## config.mk

```make
export PLATFORM = sky130hd
export DESIGN_NAME = rll_key_sequencer
export DESIGN_NICKNAME = d
export VERILOG_FILES = /design/src/rtl/rll_key_sequencer.sv
export SDC_FILE = /design/constraint.sdc
export NUM_CORES = 1
export LEC_CHECK = 0
export CORE_AREA = 2 2 59 61
export DETAILED_ROUTE_END_ITERATION = 16
export DIE_AREA = 0 0 61 63
export GPL_ROUTABILITY_DRIVEN = 0
export PLACE_DENSITY = 0.81
export REMOVE_ABC_BUFFERS = 1
export SLEW_MARGIN = 0
export SYNTH_ARGS = -nofsm -noshare
export SYNTH_HDL_FRONTEND = slang
export SYNTH_SLANG_ARGS = --single-unit
```

## constraint.sdc

```tcl
create_clock -name clk -period 2.4 [get_ports clk]
set_clock_uncertainty 0.15 [all_clocks]
set_input_delay 0.48 -clock clk [delete_from_list [all_inputs] [get_ports clk]]
set_output_delay 0.48 -clock clk [all_outputs]
set_load 0.005 [all_outputs]
```

## src/rtl/rll_key_sequencer.sv

```systemverilog
// Key-load controller for RLL-locked netlists: fetches the key word-by-word over req/ack,
// verifies it and presents it atomically. Optional checksum/retry via `RLL_KEY_CHECKSUM_EN.
module rll_key_sequencer #(
   parameter int KEY_W     = 16,
   parameter int WORD_W    = 4,
   parameter int MAX_RETRY = 2
) (
   input  logic              clk,
   input  logic              rst_n,
   input  logic              start,
   output logic              rom_req,
   output logic [2:0]        rom_addr,
   input  logic              rom_ack,
   input  logic [WORD_W-1:0] rom_data,
   output logic [KEY_W-1:0]  key_out,
   output logic              key_valid,
   output logic              busy,
   output logic              err
);

   localparam int NWORDS = KEY_W / WORD_W;
`ifdef RLL_KEY_CHECKSUM_EN
   localparam logic [2:0] LAST_ADDR = 3'(NWORDS);
   localparam int RETRY_W = (MAX_RETRY > 0) ? $clog2(MAX_RETRY + 1) : 1;
`else
   localparam logic [2:0] LAST_ADDR = 3'(NWORDS - 1);
`endif

   typedef enum logic [2:0] {S_IDLE, S_REQ, S_CHECK, S_DONE, S_FAIL} state_t;

   state_t             state, state_nxt;
   logic [KEY_W-1:0]   shadow;
   logic               load_start, word_take, do_retry, go_done;
`ifdef RLL_KEY_CHECKSUM_EN
   logic [WORD_W-1:0]  xor_acc, chk_word;
   logic [RETRY_W-1:0] retry;
`endif

   always_ff @(posedge clk or negedge rst_n) begin
      if (!rst_n) state <= S_IDLE;
      else        state <= state_nxt;
   end

   always_comb begin
      state_nxt  = state;
      load_start = 1'b0;
      word_take  = 1'b0;
      do_retry   = 1'b0;
      go_done    = 1'b0;
      rom_req    = 1'b0;
      busy       = 1'b0;
      case (state)
         S_IDLE, S_DONE, S_FAIL: begin
            if (start) begin
               state_nxt  = S_REQ;
               load_start = 1'b1;
            end
         end
         S_REQ: begin
            rom_req = 1'b1;
            busy    = 1'b1;
            if (rom_ack) begin
               word_take = 1'b1;
               if (rom_addr == LAST_ADDR) state_nxt = S_CHECK;
            end
         end
         S_CHECK: begin
            busy = 1'b1;
`ifdef RLL_KEY_CHECKSUM_EN
            if (xor_acc == chk_word) begin
               state_nxt = S_DONE;
               go_done   = 1'b1;
            end else if (retry < RETRY_W'(MAX_RETRY)) begin
               state_nxt = S_REQ;
               do_retry  = 1'b1;
            end else begin
               state_nxt = S_FAIL;
            end
`else
            state_nxt = S_DONE;
            go_done   = 1'b1;
`endif
         end
         default: state_nxt = S_IDLE;
      endcase
   end

   // Words land in the shadow register; key_out only ever sees zero or a verified shadow.
   always_ff @(posedge clk or negedge rst_n) begin
      if (!rst_n) begin
         rom_addr  <= '0;
         shadow    <= '0;
         key_out   <= '0;
         key_valid <= 1'b0;
      end else if (load_start) begin
         rom_addr  <= '0;
         shadow    <= '0;
         key_out   <= '0;
         key_valid <= 1'b0;
      end else if (word_take) begin
         for (int w = 0; w < NWORDS; w++) begin
            if (rom_addr == 3'(w)) shadow[w*WORD_W +: WORD_W] <= rom_data;
         end
         rom_addr <= rom_addr + 3'd1;
      end else if (do_retry) begin
         rom_addr <= '0;
         shadow   <= '0;
      end else if (go_done) begin
         key_out   <= shadow;
         key_valid <= 1'b1;
      end
   end

`ifdef RLL_KEY_CHECKSUM_EN
   always_ff @(posedge clk or negedge rst_n) begin
      if (!rst_n) begin
         xor_acc  <= '0;
         chk_word <= '0;
         retry    <= '0;
         err      <= 1'b0;
      end else if (load_start) begin
         xor_acc  <= '0;
         chk_word <= '0;
         retry    <= '0;
         err      <= 1'b0;
      end else if (word_take) begin
         if (rom_addr < 3'(NWORDS)) xor_acc  <= xor_acc ^ rom_data;
         else                       chk_word <= rom_data;
      end else if (do_retry) begin
         retry   <= retry + RETRY_W'(1);
         xor_acc <= '0;
      end else if (state_nxt == S_FAIL) begin
         err <= 1'b1;
      end
   end
`else
   assign err = 1'b0;
`endif

endmodule
```

==> results.md <==
- Clock Tree Buf Depth: 2
- CP Class: reg2out
- Nets: 218
- CP Data Required Time: roughly 1800 ps
- Hold slack: 366 ps
- Vias in the first global route: 1326
- Setup WS pre-CTS: around 290 ps
- Hold EP: key_valid
- R2R depth: 6
- Final setup viols: 0
- Startpoint Class: register
- Layout cells sized above 1: 0.119
- Crit-path max FO: 4
- Yosys warns: 0
- Pins over their slew limit: 0
- Via count: 1274
- Post-CTS setup buffers: 0
- Max VDD drop: 0.000656 V
- Num rows: 21
- Sequential fraction of the synthesis area: 0.556
- Hold path startpoint: key_valid
- Critical path origin: state[0]
- Dpl hpwl: about 2.4 mm
- Pin count of the biggest net entering global routing: 39
- IO buf count: 29
- RR Startpoint: state[1]
- Die Area: 3840 um2
- Vias/cell: 5.14
- Synthesized cell area: 1710 um2
- Routed Antenna Nets: 0
- Hold path cells: 2
- Nature of the critical path endpoint: output pin
- Core Region: 3230 um2
- Post-DR wirelength/cell: between 10 and 15 um
- CTS Buf Count: 5
- Htree depth: 2
- Diodes inserted: 0
- Flop-to-flop setup slack: about 660 ps
- I/O pin cnt: 31
- Hold buffer count at cts: 0
- Initial antenna violation count: 0
- Clk sinks: 38
- Later-pin clock latency in the skew report: 340 ps
- Leakage power: 0.000890 uW
- Root Buffer: clkbuf_4
- PostCTS Resize Cnt: 0
- Filler instances: approximately 300
- Combinational Power Share: 0.320
- Seq cells post-synth: 38
- Residual DRC count: 0
- Net Sw Power: 573 uW
- First-pass GRT wire length: 5.93 mm
- CTS clk-pin slew, worst paths: roughly 100 ps
- Setup Total Neg Slack: 0 ps
- Die Ht: ~63 um
- Cell Pwr Density: 799 nW/um2
- Max-cap violations: 0
- Final Worst Setup Slack: between 100 and 150 ps
- Routed WL: approximately 3.4 mm
- Switching share of power: 0.344
- Count of cell types in the netlist: 22
- CTS tree: built
- P&R area growth vs syn: 21.9%
- Reg2reg end: key_out[10]
- Average size of a mapped cell: 9.95 um2
- Initial detailed-routing violation count: 55
- Outcome: finished clean
- Initial Util: 0.530
- RSZ-0062 raised after global routing: no
- CP Data Arrival Time: 1660 ps
- Die Span X: roughly 60 um
- Hold Crit Class: reg2reg
- FMAX: 438 MHz
- Crit share post-route: 0.952
- Internal: approximately 1100 uW
- DRT Pass-1 Iters: 4
- Period minus WS final: ~2300 ps
- Fin. Hold Viols: 0
- Clock share of power: 0.193
- Seq pwr share: 0.487
- Final core occ: 0.645
- Global Route Usage Sum: 0.210
- Gr ovfl total: 0
- Syn Inst Count: 172
[layout by cell type, fill, tap and decap left out]
| master | instances |
|---|---|
| buf_4 | 4 |
| clkbuf_4 | 5 |
| conb_1 | 1 |
| xnor2_1 | 1 |
| nor2_1 | 4 |
| ha_4 | 1 |
| ha_1 | 6 |
| inv_1 | 7 |
| clkbuf_8 | 1 |
| dfrtp_1 | 38 |
| nand4b_1 | 3 |
| nand2_1 | 40 |
| nor2b_1 | 1 |
| a21bo_4 | 1 |
| nand3_1 | 18 |
| o21ai_0 | 20 |
| a21boi_0 | 1 |
| a21oi_1 | 9 |
| nand2_2 | 1 |
| clkdlybuf4s50_1 | 29 |
| a21boi_4 | 1 |
| a21oi_2 | 9 |
| or2_2 | 1 |
[metal layers]
layer / vias up / GRT usage / part of all wire
li1: 632 / - / -
met1: 594 / 0.263 / 0.42
met2: 37 / 0.328 / 0.50
met3: 11 / 0.0559 / 0.049
met4: 0 / 0.101 / 0.027
met5: - / 0 / 0
[stage by stage]
step | std cells | total power, uW | area, um2
2_1_floorplan | 163 | 1100 | 1640
3_3_place_gp | 242 | 1310 | 2020
3_5_place_dp | 242 | 1340 | 2020
4_1_cts | 248 | 1670 | 2070
5_1_grt | 248 | 1780 | 2090
6_report | 248 | 1670 | 2090
[power by group through the flow]
stage                     Combinational, uW  Clock [uW]  Sequential (uW)
after global routing                    604         355              823
after global placement                  499           0              811
after CTS                               528         332              807
after floorplan                         295           0              802
final                                   534         322              811
after detailed placement                523           0              820
[cell families after synthesis]
kind of cell	count (synthesis)	synth area share
xor gates and xnor gates	1	0.00512
other	1	0.00219
and+or+nand+nor	68	0.175
buffers and inverters	16	0.0548
DFF	38	0.556
AOI/OAI and AO/OA	41	0.156
adders and majority gates	7	0.0512
[Yosys cell counts, drive strengths merged]
master / n / area [um2]
a21bo: 1 / 16.3
a21boi: 2 / 26.3
a21oi: 18 / 124
buf: 8 / 63.8
clkbuf: 1 / 3.75
conb: 1 / 3.75
dfrtp: 38 / 951
ha: 7 / 87.6
inv: 7 / 26.3
nand2: 41 / 156
nand3: 18 / 90.1
nand4b: 3 / 26.3
nor2: 4 / 15.0
nor2b: 1 / 6.26
o21ai: 20 / 100
or2: 1 / 6.26
xnor2: 1 / 8.76
[worst max-delay path, stage by stage, from the launching register on]
cell             delay (ps)
dfrtp_1                 410
inv_1                   110
ha_4                    220
inv_1                    70
clkdlybuf4s50_1         500
[layout make-up]
| class | count | area, um2 | share of cell area |
|---|---|---|---|
| flip-flops and latches | 38 | 951 | 0.456 |
| multi-input cells | 118 | 679 | 0.326 |
| repair buffers | 33 | 320 | 0.154 |
| well taps | 46 | 57.6 | 0.0276 |
| clock buffers | 6 | 51.3 | 0.0246 |
| inverters | 7 | 26.3 | 0.0126 |
[flip-flops by register name (all words and copies together), names as in the netlist]
name       cells
key_out       16
shadow        16
rom_addr       3
state          2
key_valid      1
[how the worst max path moves through the flow]
stage               slack [ps]          end
floorplan                  340    key_valid
detailed placement         290  key_out[10]
finish                     110         busy
global route                30         busy
CTS                         60         busy
global placement           340    shadow[1]
Power figures use the tool's default switching activity.
